### config.mk
export PLATFORM = sky130hd
export DESIGN_NAME = stopwatch_tick_counter
export DESIGN_NICKNAME = d
export VERILOG_FILES = /design/src/rtl/stopwatch_tick_counter.sv
export SDC_FILE = /design/constraint.sdc
export NUM_CORES = 1
export LEC_CHECK = 0
export BUFFER_PORTS_ARGS = -buffer_cell sky130_fd_sc_hd__buf_2
export CAP_MARGIN = 30
export CORE_MARGIN = 5
export CORE_UTILIZATION = 45
export DETAILED_ROUTE_END_ITERATION = 6
export PLACE_DENSITY = 0.73
export SLEW_MARGIN = 20
export SYNTH_ARGS = -nofsm -noshare
export SYNTH_HDL_FRONTEND = slang
export SYNTH_SLANG_ARGS = --single-unit
### constraint.sdc
create_clock -name clock -period 3.6 [get_ports clock]
set_clock_uncertainty 0.1 [all_clocks]
set_input_delay 0.36 -clock clock [delete_from_list [all_inputs] [get_ports clock]]
set_output_delay 0.36 -clock clock [all_outputs]
set_load 0.02 [all_outputs]
### src/rtl/stopwatch_tick_counter.sv
// rtl/stopwatch_tick_counter.sv - synchronised slow-clock tick detector driving a BCD up/down stopwatch counter
// Ticks are counted only in RUN; clear wins over start_stop and over a coincident tick.
module stopwatch_tick_counter #(
  parameter int DIGITS      = 4,
  parameter int SYNC_STAGES = 2
) (
  input  logic                  clock,
  input  logic                  rst,
  input  logic                  tick_in,
  input  logic                  start_stop,
  input  logic                  clear,
  input  logic                  up_down,
  output logic [4*DIGITS-1:0]   count,
  output logic                  running,
  output logic                  tick_seen,
  output logic                  rollover
);

  typedef enum logic [1:0] {
    ST_IDLE  = 2'd0,
    ST_RUN   = 2'd1,
    ST_PAUSE = 2'd2
  } state_e;

  localparam logic [2:0] WARM_DONE = 3'(SYNC_STAGES + 1);

  logic [SYNC_STAGES-1:0] sync_q;
  logic                   prev_q;
  logic [2:0]             warm_cnt_q;
  logic                   warm;
  logic                   tick_edge;
  state_e                 state_q;
  logic [4*DIGITS-1:0]    count_q;
  logic [4*DIGITS-1:0]    count_d;
  logic                   wrap_d;
  logic                   running_q;
  logic                   tick_seen_q;
  logic                   rollover_q;

  // Warm-up masks the spurious edge seen when tick_in is already high at reset release.
  assign warm      = (warm_cnt_q == WARM_DONE);
  assign tick_edge = sync_q[SYNC_STAGES-1] & ~prev_q & warm;

  always_comb begin : bcd_step
    logic       carry;
    logic [3:0] digit;
    count_d = count_q;
    carry   = 1'b1;
    digit   = 4'd0;
    for (int i = 0; i < DIGITS; i++) begin
      digit = count_q[4*i +: 4];
      if (carry) begin
        if (up_down) begin
          if (digit >= 4'd9) begin
            count_d[4*i +: 4] = 4'd0;
          end else begin
            count_d[4*i +: 4] = digit + 4'd1;
            carry             = 1'b0;
          end
        end else begin
          if (digit == 4'd0) begin
            count_d[4*i +: 4] = 4'd9;
          end else if (digit > 4'd9) begin
            count_d[4*i +: 4] = 4'd9;
            carry             = 1'b0;
          end else begin
            count_d[4*i +: 4] = digit - 4'd1;
            carry             = 1'b0;
          end
        end
      end
    end
    wrap_d = carry;
  end

  always_ff @(posedge clock or negedge rst) begin
    if (!rst) begin
      sync_q      <= '0;
      prev_q      <= 1'b0;
      warm_cnt_q  <= 3'd0;
      state_q     <= ST_IDLE;
      count_q     <= '0;
      running_q   <= 1'b0;
      tick_seen_q <= 1'b0;
      rollover_q  <= 1'b0;
    end else begin
      sync_q      <= {sync_q[SYNC_STAGES-2:0], tick_in};
      prev_q      <= sync_q[SYNC_STAGES-1];
      tick_seen_q <= tick_edge;
      rollover_q  <= 1'b0;
      if (warm_cnt_q != WARM_DONE) begin
        warm_cnt_q <= warm_cnt_q + 3'd1;
      end

      if (clear) begin
        state_q   <= ST_IDLE;
        count_q   <= '0;
        running_q <= 1'b0;
      end else begin
        // Counting looks at the state before this cycle's transition.
        if (tick_edge && (state_q == ST_RUN)) begin
          count_q    <= count_d;
          rollover_q <= wrap_d;
        end
        case (state_q)
          ST_IDLE: begin
            if (start_stop) begin
              state_q   <= ST_RUN;
              running_q <= 1'b1;
            end
          end
          ST_RUN: begin
            if (start_stop) begin
              state_q   <= ST_PAUSE;
              running_q <= 1'b0;
            end
          end
          ST_PAUSE: begin
            if (start_stop) begin
              state_q   <= ST_RUN;
              running_q <= 1'b1;
            end
          end
          default: begin
            state_q   <= ST_IDLE;
            running_q <= 1'b0;
          end
        endcase
      end
    end
  end

  assign count     = count_q;
  assign running   = running_q;
  assign tick_seen = tick_seen_q;
  assign rollover  = rollover_q;

endmodule

==> results.py <==
metrics = {
    "placed_design": {
        "dpl_worst_slack_ns": 1.322,
        "dp.cells": 282,
        "gp_congestion": 0.9132,
        "detailed_place_hpwl_um": 3012,
        "port_buffers": 24,
        "place_area_mm2": 0.002091,
    },
    "setup_path": {
        "critPathMaxFanout": 8,
        "slowest_delay_ns": 0.53,
        "end_kind": "flip-flop",
        "reg2reg_setup_slack_ns": 1.26,
        "r2r_end": "count[15]",
        "arrival_ns": 2.39,
        "crit_required_ns": 3.65,
        "start_kind": "flip-flop",
        "critPathTopFamily": "simple AND/OR/NAND/NOR gates",
        "path_buf_inv": 1,
        "path_cells": "inv_1 -> ha_1 -> or3b_1 -> a31oi_2 -> nor4_4 -> mux2i_1 -> nor2_1",
        "crit_path_top_delay_cell": "nor4_4",
        "r2r-start": "count[4]",
        "rr_worst_depth": 7,
        "worstSetupPathType": "flip-flop to flip-flop",
    },
    "synth": {
        "synth_xor_area_share_pct": 0.8850,
        "ys_ff_latch": 26,
        "synth_top_family_by_area": "compound AO/OA/AOI/OAI gates",
        "async_reset_ff_share_pct": 100.0,
        "syn_area_per_cell_um2": 9.122,
        "yosys-top-cells-count": "dfrtp_1, nand2_1, ha_1, inv_1, nor2_1",
        "yosysMostFrequentCell": "dfrtp_1",
        "synth_warnings": 0,
        "syn_nets": 239,
        "synth_compound_area_share_pct": 23.01,
        "synth_edf_count": 0,
        "yosys.cell_types.count": 56,
        "yosys.area_share.simple_pct": 21.93,
        "synthTopCellsByArea": "dfrtp_1, ha_1, nand2_1, inv_1, nor2_1",
        "seq_area_frac_synth_pct": 32.87,
        "yosysTopAreaCellShare_pct": 32.87,
        "syn_inst": 217,
        "synthMuxAreaShare_pct": 4.235,
        "synth_area_mm2": 0.001979,
        "synth_ff_type": "dfrtp_1",
        "yosysTopAreaCell": "dfrtp_1",
        "synthAdderAreaFrac_pct": 10.11,
    },
    "routing": {
        "dr.pass1.iters": 5,
        "wl_per_cell_um": 14.60,
        "via_count": 1683,
        "drc": 0,
        "wirelength_um": 4176,
        "drtIter0Drc": 110,
        "vias_per_cell": 5.885,
        "postRouteAntennaNets": 0,
    },
    "timing": {
        "hold_slack_ns": -0.01869,
        "setup_viol": 0,
        "rsz0062_at_grt": "no",
        "final.setup.tns_ns": 0,
        "slew_violations": 0,
        "finalHoldViolCount": 26,
        "fin_crit_ns": 2.340,
        "fin_ws_ns": 1.260,
        "worstMarginPinSlew_ns": 0.6095,
        "min_period_over_period_pct": 65.00,
        "max_slew_margin_pct": 59.37,
        "fmax_mhz": 427.3,
    },
    "pwr": {
        "power_leakage_nw": 0.9797,
        "power_density_mw_per_mm2": 298.1,
        "ir_drop_v": 0.0001404,
    },
    "layout": {
        "stdcell_area_mm2": 0.002162,
        "utilization_pct": 50.00,
        "final_cells": 286,
        "finalNetCount": 257,
        "area_growth_pct": 9.229,
        "seq_area_um2": 650.6,
        "drive_gt1_share_pct": 19.23,
        "multi_input_area_mm2": 0.001191,
        "fill_cells": 426,
        "antennaDiodeCount": 0,
    },
    "floorplan": {
        "coreArea_mm2": 0.004324,
        "dieArea_mm2": 0.005825,
        "start_util_pct": 45.78,
        "die_x_um": 76.32,
        "rows": 24,
        "pin_count": 25,
        "fp.dieH_um": 76.32,
    },
    "global_routing": {
        "use_met2_pct": 20.98,
        "grt_pass1_wl_um": 7120,
        "grt_use_met3_pct": 2.482,
        "use_met1_pct": 20.59,
        "grt.busiest_layer": "met2",
        "grt_pass1_vias": 1541,
        "grtUsageTotal_pct": 14.19,
        "grt_remaining_overflow": 0,
        "grt_max_degree": 34,
        "antenna_found_initial": 0,
    },
    "clocking": {
        "cts_setup_buffers": 0,
        "cts.path.max_buffers": 2,
        "ctsHoldBuffers": 0,
        "cts_max_level": 1,
        "clk_latency_ns": 0.27,
        "numCtsBuffers": 3,
        "cts.sinks": 26,
        "cts_resized": 0,
        "cts_tree": "built",
        "root_buffer": "clkbuf_8",
        "clk_pin_slew_worst_paths_ns": 0.10,
    },
    "worst_hold_path": {
        "min_path_type": "input port to asynchronous set/reset pin",
    },
    "outcome": {
        "violations": "negative hold slack",
        "status": "finished with violations",
    },
    "run": {
        "cap_violations": 0,
    },
}
## metrics by stage
step	hold WS, ns	total power [mW]
finish	-0.01869	0.6446
global route	0.02146	0.6745
CTS	0.007287	0.6480
detailed placement	0.2347	0.4039
global placement	0.2337	0.4022
floorplan	-0.03559	0.3796
## per-layer routing
| metal | wire length [µm] | part of all wire [%] |
|---|---|---|
| met1 | 2024 | 48 |
| met2 | 1905 | 46 |
| met3 | 193 | 4.6 |
| met4 | 52 | 1.2 |
| met5 | 0 | 0 |
## flip-flops by register name, indices dropped and copies added (netlist names)
signal	flops
tick_seen	1
state_q	2
rollover	1
warm_cnt_q	3
prev_q	1
sync_q	2
count	16
## logic make-up after synthesis
family / count (synthesis)
adders and majority gates: 16
buffers and inverters: 28
AOI/OAI and AO/OA: 64
muxes: 7
DFF: 26
xor gates and xnor gates: 2
and+or+nand+nor: 74
## layout make-up
class                   instances  area share (%)
multi-input cells             163           55.09
flip-flops and latches         26           30.09
repair buffers                 24           5.556
well taps                      52           3.009
inverters                      17           2.951
clock buffers                   3           1.910
clock inverters                 1           1.389
## worst max-delay path by stage
stage	from	end	slack [ns]	cells after the start
finish	count[4]	count[15]	1.26	7
global placement	count[4]	count[15]	1.37	7
floorplan	count[4]	count[15]	1.39	7
detailed placement	count[4]	count[15]	1.32	7
CTS	count[4]	count[15]	1.28	7
global route	count[4]	count[12]	1.11	7
## layout by cell type, fill, tap and decap left out, drive strengths merged, types with 2 or more instances in the layout
master	netlist	routed
nor3	5	5
ha	16	16
dfrtp	26	26
clkbuf	3	3
o211ai	3	3
o2111ai	2	2
nand2	17	17
nor4b	3	3
a211oi	4	4
a31o	2	2
a31oi	8	8
a21oi	10	10
a221oi	2	2
or3	3	3
a311oi	3	3
nand3	8	8
mux2i	5	5
nand3b	2	2
xnor2	2	2
a22oi	2	2
a32o	2	2
o31ai	3	3
and2	2	2
nor3b	2	2
or2	3	3
nor2	17	17
o21ai	12	12
buf	8	24
nand2b	3	3
or3b	4	4
a22o	2	2
inv	17	17
o22ai	2	2
o21bai	3	3
## where the power goes
part,leakage [nW],internal (mW),switching (mW)
clock network,0.0357,0.149,0.0976
registers,0.343,0.298,0.00750
logic,0.601,0.0336,0.0591
Power figures use the tool's default switching activity.
